<file path="config.mk">
export PLATFORM = sky130hd
export DESIGN_NAME = gpll_apb_reconfig
export DESIGN_NICKNAME = d
export VERILOG_FILES = /design/src/rtl/gpll_apb_pkg.sv /design/src/rtl/sync_2ff.sv /design/src/rtl/gpll_apb_reconfig.sv
export SDC_FILE = /design/constraint.sdc
export NUM_CORES = 1
export LEC_CHECK = 0
export BUFFER_PORTS_ARGS = -buffer_cell sky130_fd_sc_hd__buf_2
export CAP_MARGIN = 10
export CORE_AREA = 2 2 92 94
export DETAILED_ROUTE_END_ITERATION = 10
export DIE_AREA = 0 0 94 96
export PLACE_DENSITY = 0.75
export SYNTH_ARGS = -nofsm -noshare
export SYNTH_HDL_FRONTEND = slang
export SYNTH_SLANG_ARGS = --single-unit
</file>
<file path="constraint.sdc">
create_clock -name clk -period 4.2 [get_ports clk]
set_input_delay 0.84 -clock clk [delete_from_list [all_inputs] [get_ports clk]]
set_output_delay 0.84 -clock clk [all_outputs]
set_load 0.05 [all_outputs]
</file>
<file path="src/rtl/gpll_apb_pkg.sv">
// Shared types and constants for the GPLL APB reconfiguration initiator.
//   state_e : controller states
//   ADDR_W  : APB address width
//   DATA_W  : APB data width
//   CNT_W   : width of the shared ACCESS/HOLD/WAIT_LOCK down-counter
package gpll_apb_pkg;

  localparam int unsigned ADDR_W = 5;
  localparam int unsigned DATA_W = 16;
  localparam int unsigned CNT_W  = 16;

  typedef enum logic [2:0] {
    StIdle,
    StSetup,
    StAccess,
    StResp,
    StHold,
    StWaitLock
  } state_e;

endpackage

</file>
<file path="src/rtl/sync_2ff.sv">
// Two-flop synchronizer for a single asynchronous level.
//   clk_i : destination clock
//   rst_i : asynchronous active-high reset, output clears to 0
//   d_i   : asynchronous input
//   q_o   : synchronized output, two destination-clock cycles of latency
module sync_2ff (
  input  logic clk_i,
  input  logic rst_i,
  input  logic d_i,
  output logic q_o
);

  logic meta_q;

  always_ff @(posedge clk_i or posedge rst_i) begin
    if (rst_i) begin
      meta_q <= 1'b0;
      q_o    <= 1'b0;
    end else begin
      meta_q <= d_i;
      q_o    <= meta_q;
    end
  end

endmodule

</file>
<file path="src/rtl/gpll_apb_reconfig.sv">
// APB initiator for the GPLL dynamic-reconfiguration port.
// Runs single APB reads/writes for a local controller and wraps write bursts in
// the PLL restart sequence: pll_rst high from the first write, held RST_HOLD
// cycles after the last write, then released while waiting for relock.
//   clk, rst                      : system/APB clock, async active-high reset
//   cmd_valid/ready/write/last    : command handshake (accepted only in IDLE)
//   cmd_addr, cmd_wdata           : command address and write data
//   rsp_valid, rsp_rdata, rsp_err : one-cycle response pulse
//   apb_*                         : registered APB initiator signals
//   pll_rst, pll_lock, locked     : GPLL reset, raw lock, synchronized lock
//   busy                          : high whenever not IDLE
module gpll_apb_reconfig
  import gpll_apb_pkg::*;
#(
  parameter int unsigned APB_TIMEOUT  = 255,
  parameter int unsigned RST_HOLD     = 16,
  parameter int unsigned LOCK_TIMEOUT = 65535
) (
  input  logic              clk,
  input  logic              rst,
  input  logic              cmd_valid,
  output logic              cmd_ready,
  input  logic              cmd_write,
  input  logic              cmd_last,
  input  logic [ADDR_W-1:0] cmd_addr,
  input  logic [DATA_W-1:0] cmd_wdata,
  output logic              rsp_valid,
  output logic [DATA_W-1:0] rsp_rdata,
  output logic              rsp_err,
  output logic              apb_rst_n,
  output logic              apb_sel,
  output logic              apb_en,
  output logic              apb_write,
  output logic [ADDR_W-1:0] apb_addr,
  output logic [DATA_W-1:0] apb_wdata,
  input  logic [DATA_W-1:0] apb_rdata,
  input  logic              apb_ready,
  output logic              pll_rst,
  input  logic              pll_lock,
  output logic              locked,
  output logic              busy
);

  // Reload values: the counter reaches zero in the last permitted cycle.
  localparam logic [CNT_W-1:0] ApbLoad  = CNT_W'(APB_TIMEOUT - 1);
  localparam logic [CNT_W-1:0] HoldLoad = CNT_W'(RST_HOLD - 1);
  localparam logic [CNT_W-1:0] LockLoad = CNT_W'(LOCK_TIMEOUT - 1);

  state_e           state_q;
  logic [CNT_W-1:0] cnt_q;
  logic             last_q;

  sync_2ff u_lock_sync (
    .clk_i (clk),
    .rst_i (rst),
    .d_i   (pll_lock),
    .q_o   (locked)
  );

  always_ff @(posedge clk or posedge rst) begin
    if (rst) begin
      state_q   <= StIdle;
      cnt_q     <= '0;
      last_q    <= 1'b0;
      cmd_ready <= 1'b0;
      rsp_valid <= 1'b0;
      rsp_rdata <= '0;
      rsp_err   <= 1'b0;
      apb_rst_n <= 1'b0;
      apb_sel   <= 1'b0;
      apb_en    <= 1'b0;
      apb_write <= 1'b0;
      apb_addr  <= '0;
      apb_wdata <= '0;
      pll_rst   <= 1'b0;
      busy      <= 1'b0;
    end else begin
      apb_rst_n <= 1'b1;
      rsp_valid <= 1'b0;
      unique case (state_q)
        StIdle: begin
          // cmd_ready is low for the first cycle after reset release.
          if (cmd_ready && cmd_valid) begin
            state_q   <= StSetup;
            cmd_ready <= 1'b0;
            busy      <= 1'b1;
            apb_sel   <= 1'b1;
            apb_en    <= 1'b0;
            apb_write <= cmd_write;
            apb_addr  <= cmd_addr;
            apb_wdata <= cmd_wdata;
            last_q    <= cmd_last;
            if (cmd_write) begin
              pll_rst <= 1'b1;
            end
          end else begin
            cmd_ready <= 1'b1;
          end
        end
        StSetup: begin
          state_q <= StAccess;
          apb_en  <= 1'b1;
          cnt_q   <= ApbLoad;
        end
        StAccess: begin
          if (apb_ready) begin
            apb_sel <= 1'b0;
            apb_en  <= 1'b0;
            if (apb_write && last_q) begin
              state_q <= StHold;
              cnt_q   <= HoldLoad;
            end else begin
              state_q   <= StResp;
              rsp_valid <= 1'b1;
              rsp_err   <= 1'b0;
              rsp_rdata <= apb_write ? '0 : apb_rdata;
            end
          end else if (cnt_q == '0) begin
            // Timed-out writes leave pll_rst high; a later burst recovers.
            apb_sel   <= 1'b0;
            apb_en    <= 1'b0;
            state_q   <= StResp;
            rsp_valid <= 1'b1;
            rsp_err   <= 1'b1;
            rsp_rdata <= '0;
          end else begin
            cnt_q <= cnt_q - 1'b1;
          end
        end
        StResp: begin
          state_q   <= StIdle;
          busy      <= 1'b0;
          cmd_ready <= 1'b1;
        end
        StHold: begin
          if (cnt_q == '0) begin
            pll_rst <= 1'b0;
            state_q <= StWaitLock;
            cnt_q   <= LockLoad;
          end else begin
            cnt_q <= cnt_q - 1'b1;
          end
        end
        StWaitLock: begin
          if (locked || (cnt_q == '0)) begin
            state_q   <= StResp;
            rsp_valid <= 1'b1;
            rsp_err   <= ~locked;
            rsp_rdata <= '0;
          end else begin
            cnt_q <= cnt_q - 1'b1;
          end
        end
        default: begin
          state_q <= StIdle;
        end
      endcase
    end
  end

endmodule

</file>
## Word level (Yosys, flattened, before mapping)

Cells that the tools add are included.

| storage, ports and cells | value |
|---|---|
| input bits | 44 |
| register bits after elaboration | 68 |
| logic and storage cells | 93 |

| cells by class | value |
|---|---|
| equality and inequality tests | 14 |
| reductions and logical operators | 19 |
| mux-type cells | 41 |
| $add $sub $neg | 1 |
| bitwise gates (word level) | 1 |

Operators with widths:

| cell | number |
|---|---|
| 16-bit two-way mux | 10 |
| 16-bit case mux with 4 select lines | 1 |
| 16-bit case mux with 2 select lines | 1 |
| 3-bit two-way mux | 6 |
| 16-bit logical NOT | 1 |
| 4-bit AND reduction | 4 |
| 16-bit by 1-bit subtractor with 16-bit output (second input constant) | 1 |
| 1-bit two-way mux | 15 |
| 3-bit case mux with 5 select lines | 1 |
| 3-bit != test (second input constant) | 4 |
| 1-bit case mux with 2 select lines | 6 |
| 2-bit != test (second input constant) | 5 |
| 2-bit nonzero test | 4 |
| 3-bit by 2-bit == test with 1-bit output (second input constant) | 2 |
| 3-bit == test (second input constant) | 2 |
| 3-bit AND reduction | 2 |
| 2-bit AND reduction | 2 |
| 4-bit nonzero test | 1 |
| 3-bit by 1-bit == test with 1-bit output (second input constant) | 1 |
| 3-bit logical NOT | 1 |
| 1-bit case mux with 3 select lines | 1 |
| 3-bit nonzero test | 1 |
| 1-bit logical AND | 2 |
| 1-bit logical OR | 1 |
| 1-bit NOT | 1 |

## Longest topological paths before layout

| logic depth | value |
|---|---|
| word-level depth | 4 |
| depth in mapped cells | 10 |
| mapped depth without buffers | 8 |

## Cells and area by module

Synthesis repeated with hierarchy kept, for this count alone.

| second synthesis, totals | value |
|---|---|
| cells, all modules | 304 |
| area, all modules | 3,231.8 µm² |

By module, submodules not included:

| module | sequential area each (µm²) | area each (µm²) | instances | cells an instance |
|---|---|---|---|---|
| gpll_apb_reconfig | 1,651.6 | 3,178.0 | 1 | 301 |
| sync_2ff | 50.0 | 53.8 | 1 | 3 |

## Worst setup path before layout

OpenSTA, ideal clock, no wires.

| timing | value |
|---|---|
| path kind | input port to flip-flop |
| start point | input port apb_ready |
| end point | register cnt_q[12] |
| path buffers | 1 |
| slack | 2.054 ns |
| cell stages on the path | 7 |
| data arrival time | 2.014 ns |
| setup time | 0.132 ns |
| cell sequence | nor4b_4 > nor2_1 > o211ai_4 > inv_2 > buf_6 > o31ai_4 > o41ai_2 |

| between the ends | value |
|---|---|
| longest elaborated chain between the ends | 2 |
| elaborated cells on any way between the ends | 5 |
| those cells by class | eq/ne: 2; mux: 2; reduce/logical: 1 |

RTL lines:

| element | line | RTL |
|---|---|---|
| start, declared | gpll_apb_reconfig.sv:37 | `input logic apb_ready,` |
| 3-bit != test (no line) or 16-bit two-way mux (tied branches) | -- |  |
| 4-bit AND reduction (no line) or 16-bit case mux with 4 select lines (tied branches) | -- |  |
| end signal, assigned | gpll_apb_reconfig.sv:103 | `cnt_q <= ApbLoad;` |
| end signal, assigned | gpll_apb_reconfig.sv:111 | `cnt_q <= HoldLoad;` |
| end signal, assigned | gpll_apb_reconfig.sv:127 | `cnt_q <= cnt_q - 1'b1;` |
| end, declared | gpll_apb_reconfig.sv:50 | `logic [CNT_W-1:0] cnt_q;` |

Several ways; a longest one is shown, not always the timed one.
A chain may end at the register's enable or synchronous reset.

## Final worst setup path

| timing | value |
|---|---|
| start point | register cnt_q[0] |
| end point | register cnt_q[3] |

| between the ends | value |
|---|---|
| longest elaborated chain between the ends | 4 |
| elaborated cells on any way between the ends | 11 |
| those cells by class | add/sub: 1; eq/ne: 2; mux: 5; reduce/logical: 3 |

RTL lines:

| element | line |
|---|---|
| 16-bit by 1-bit subtractor with 16-bit output or 16-bit logical NOT (tied branches) | -- |
| 16-bit two-way mux or 1-bit logical OR (tied branches) | gpll_apb_reconfig.sv:118, gpll_apb_reconfig.sv:145 |
| 16-bit two-way mux or 2-bit != test (tied branches) | -- |
| 16-bit case mux with 4 select lines or 4-bit AND reduction (tied branches) | -- |

Several ways; a longest one is shown, not always the timed one. The select of a mux whose other input is x is not followed.

==> run summary <==
CP bufs+invs -> 2
Clk_lat worst skew -> 0.34 ns
Fill count -> 756
Slew at the pin closest to its max-slew limit -> 1.08 ns
Row Count -> 33
Status -> completed
Top cell type's share of synthesized area -> 53.0%
Most common cell after layout, fill and taps aside -> buf_2
Chip Height -> 96 µm
CTS Sinks -> 68
Die outline width -> 94 µm
Worst Setup Start Kind -> register
Min Clock Period, post-route -> 2.68 ns
Vias post-DR -> 2664
PostCTS Resize Cnt -> 0
Worst vdd ir -> 0.598 mV
Crit share post-route -> 63.8%
Hpwl dp -> 5.31 mm
GRT Total Usage -> 17.4%
CP arrival -> 2.89 ns
Root Buffer -> clkbuf_8
Avg WL per Cell -> 14.7 µm
Sequential-to-total area share from yosys stat -> 53.0%
Hold Path Class -> reg -> reg
Setup TNS -> 0 ns
# setup viols final -> 0
Register area -> 0.00170 mm²
Reg-to-reg endpoint -> cnt_q[3]$_DFFE_PP0P_
Post-CTS Repair Setup Buffers -> 0
DR pass1 iterations -> 4
Clock transition at path regs -> 0.07 ns
Cells after DPL -> 486
Max-Cap Viols -> 0
Delay of the slowest critical-path stage -> 0.45 ns
Stages on worst setup path -> 8
Syn_nets -> 350
CP top delay family -> compound AO/OA/AOI/OAI gates
Final non-filler cell total -> 502
I/O pin count -> 91
Total power -> 0.00348 W
Hold Crit Start -> u_lock_sync.meta_q$_DFF_PP0_
Post-route ant nets -> 0
Via/cell ratio -> 5.31
Core area -> 0.00805 mm²
P&R area growth vs syn -> 23.4%
Cts bufs inserted -> 9
Asr flop ratio synth -> 100%
Iteration-0 DRC Markers -> 141
Layout Nets -> 437
Share of post-route cells with drive strength above 1 -> 36.5%
Vias in the first global route -> 2672
Residual DRC -> 0
Die area -> 0.00902 mm²
CP max-delay cell -> o41ai_1
Ys Warns -> 0
TritonCTS clock tree -> yes
Syn avg cell area -> 10.5 µm²
Worst Setup EP -> cnt_q[3]$_DFFE_PP0P_
CP Data Required Time -> 4.40 ns
CTS max path bufs -> 2
Post-Syn Instances -> 305
Gpl congestion -> 0.892
Multi-input logic area -> 0.00139 mm²
Reg2reg path depth -> 8
Predominant post-synthesis flop cell -> dfrtp_1
Commonest non-fill, non-tap cells in the layout -> buf_2, dfrtp_1, nand2_1
Port Buffers -> 90
Htree depth -> 3
Hold Fails Final Rpt -> 0
CP Capture Type -> register
Top post-synthesis cells by area -> dfrtp_1, mux2_2, nand2_1
Hold-fix buffers at CTS -> 0
Slew Limit Headroom -> 27.6%
EDFF count, synth -> 0
Leading area contributor after synthesis -> dfrtp_1
PD cells -> 879 mW/mm²
Crit path from -> cnt_q[0]$_DFFE_PP0P_
Initial core utilization -> 39.9%
Max Freq -> 373 MHz
Mapped cell area -> 0.00321 mm²
Antenna Cells -> 0
FF-to-FF setup slack -> 1.52 ns
DRT Wirelength -> 7.37 mm
Post-synthesis register bit count -> 68
Setup Skew -> 0.00613 ns
Critical-path cell list -> inv_1 -> ha_1 -> nor3b_1 -> and4_1 -> o211ai_4 -> inv_2 -> o41ai_1 -> o31ai_1
Global-route wire length before repair -> 12.4 mm
Max-slew violations -> 0
Netlist cell types -> 58
Remaining Overflow, GRT -> 0
Antenna violations before repair -> 0
Worst-path fanout max -> 25
Largest net degree at the start of global routing -> 44
RSZ-0062 raised after global routing -> false
Critical path class -> reg -> reg
LEAKAGE -> 1.88 nW
R2R Path Start -> cnt_q[0]$_DFFE_PP0P_
sequential cells by signal, indices dropped and copies added (netlist names), 3 cells and up:
register,flops
state_q,3
cnt_q,16
rsp_rdata,16
apb_wdata,16
apb_addr,5
cell families after synthesis:
logic type                 after synthesis  share of synthesized area, %
AOI/OAI and AO/OA                       67                          15.6
xor gates and xnor gates                 1                         0.273
adders and majority gates                1                         0.390
buffers and inverters                   27                          3.82
DFF                                     68                          53.0
muxes                                   22                          7.72
other                                    1                         0.117
and+or+nand+nor                        118                          19.1
stage by stage:
step / hold WS, ns / setup WS, ns / area, µm² / util, %
3_3_place_gp: 0.334 / 1.44 / 3740 / 46.4
4_1_cts: 0.356 / 1.52 / 3960 / 49.2
6_report: 0.350 / 1.52 / 3960 / 49.2
5_1_grt: 0.367 / 1.35 / 3960 / 49.2
3_5_place_dp: 0.342 / 1.33 / 3740 / 46.4
2_1_floorplan: 0.331 / 1.65 / 3210 / -
metal layers:
metal  track usage, %  share of wire (%)  vias to the layer above
met5                0                  0                        -
met4             9.42                1.4                        0
met3             4.15                8.3                       14
met2             27.2                 49                      101
met1             22.6                 42                     1278
li1                 -                  -                     1271
cell type report:
type / instances / share of cell area (%)
clock inverter: 6 / 2.18
timing repair buffer: 93 / 11.9
tap: 105 / 3.32
inverter: 10 / 0.948
sequential: 68 / 43.0
multi-input combinational: 210 / 35.2
clock buffer: 10 / 3.47
how the worst min path moves through the flow:
stage,end,cells past startpoint
detailed placement,u_lock_sync.q_o$_DFF_PP0_,0
CTS,u_lock_sync.q_o$_DFF_PP0_,0
global route,u_lock_sync.q_o$_DFF_PP0_,0
finish,u_lock_sync.q_o$_DFF_PP0_,0
global placement,u_lock_sync.q_o$_DFF_PP0_,0
floorplan,u_lock_sync.q_o$_DFF_PP0_,0
synthesized netlist by cell type, drive strengths merged, types with 3 or more instances:
cell,instances
nor3b,3
o2bb2ai,5
a21oi,13
dfrtp,68
o31ai,6
inv,10
o21ai,17
mux2,22
nor2,19
buf,12
nor2b,3
nor3,8
a32o,3
nand2,44
o21a,3
nand3,21
o211ai,3
o41ai,3
nor4,4
clkbuf,5
power breakdown:
group	switching [W]	internal [W]	leakage (nW)	total, W
Clock	0.000251	0.000350	0.113	0.000602
Sequential	0.000200	0.000887	0.836	0.00109
Combinational	0.00126	0.000534	0.930	0.00179
worst register-to-register path, delay by kind of cell (launching register included):
family	cells	cell delay, ns
AOI/OAI and AO/OA	3	1.02
and+or+nand+nor	2	0.47
buffers and inverters	2	0.41
DFF	1	0.40
adders and majority gates	1	0.25
(Power assumes the default switching activity.)
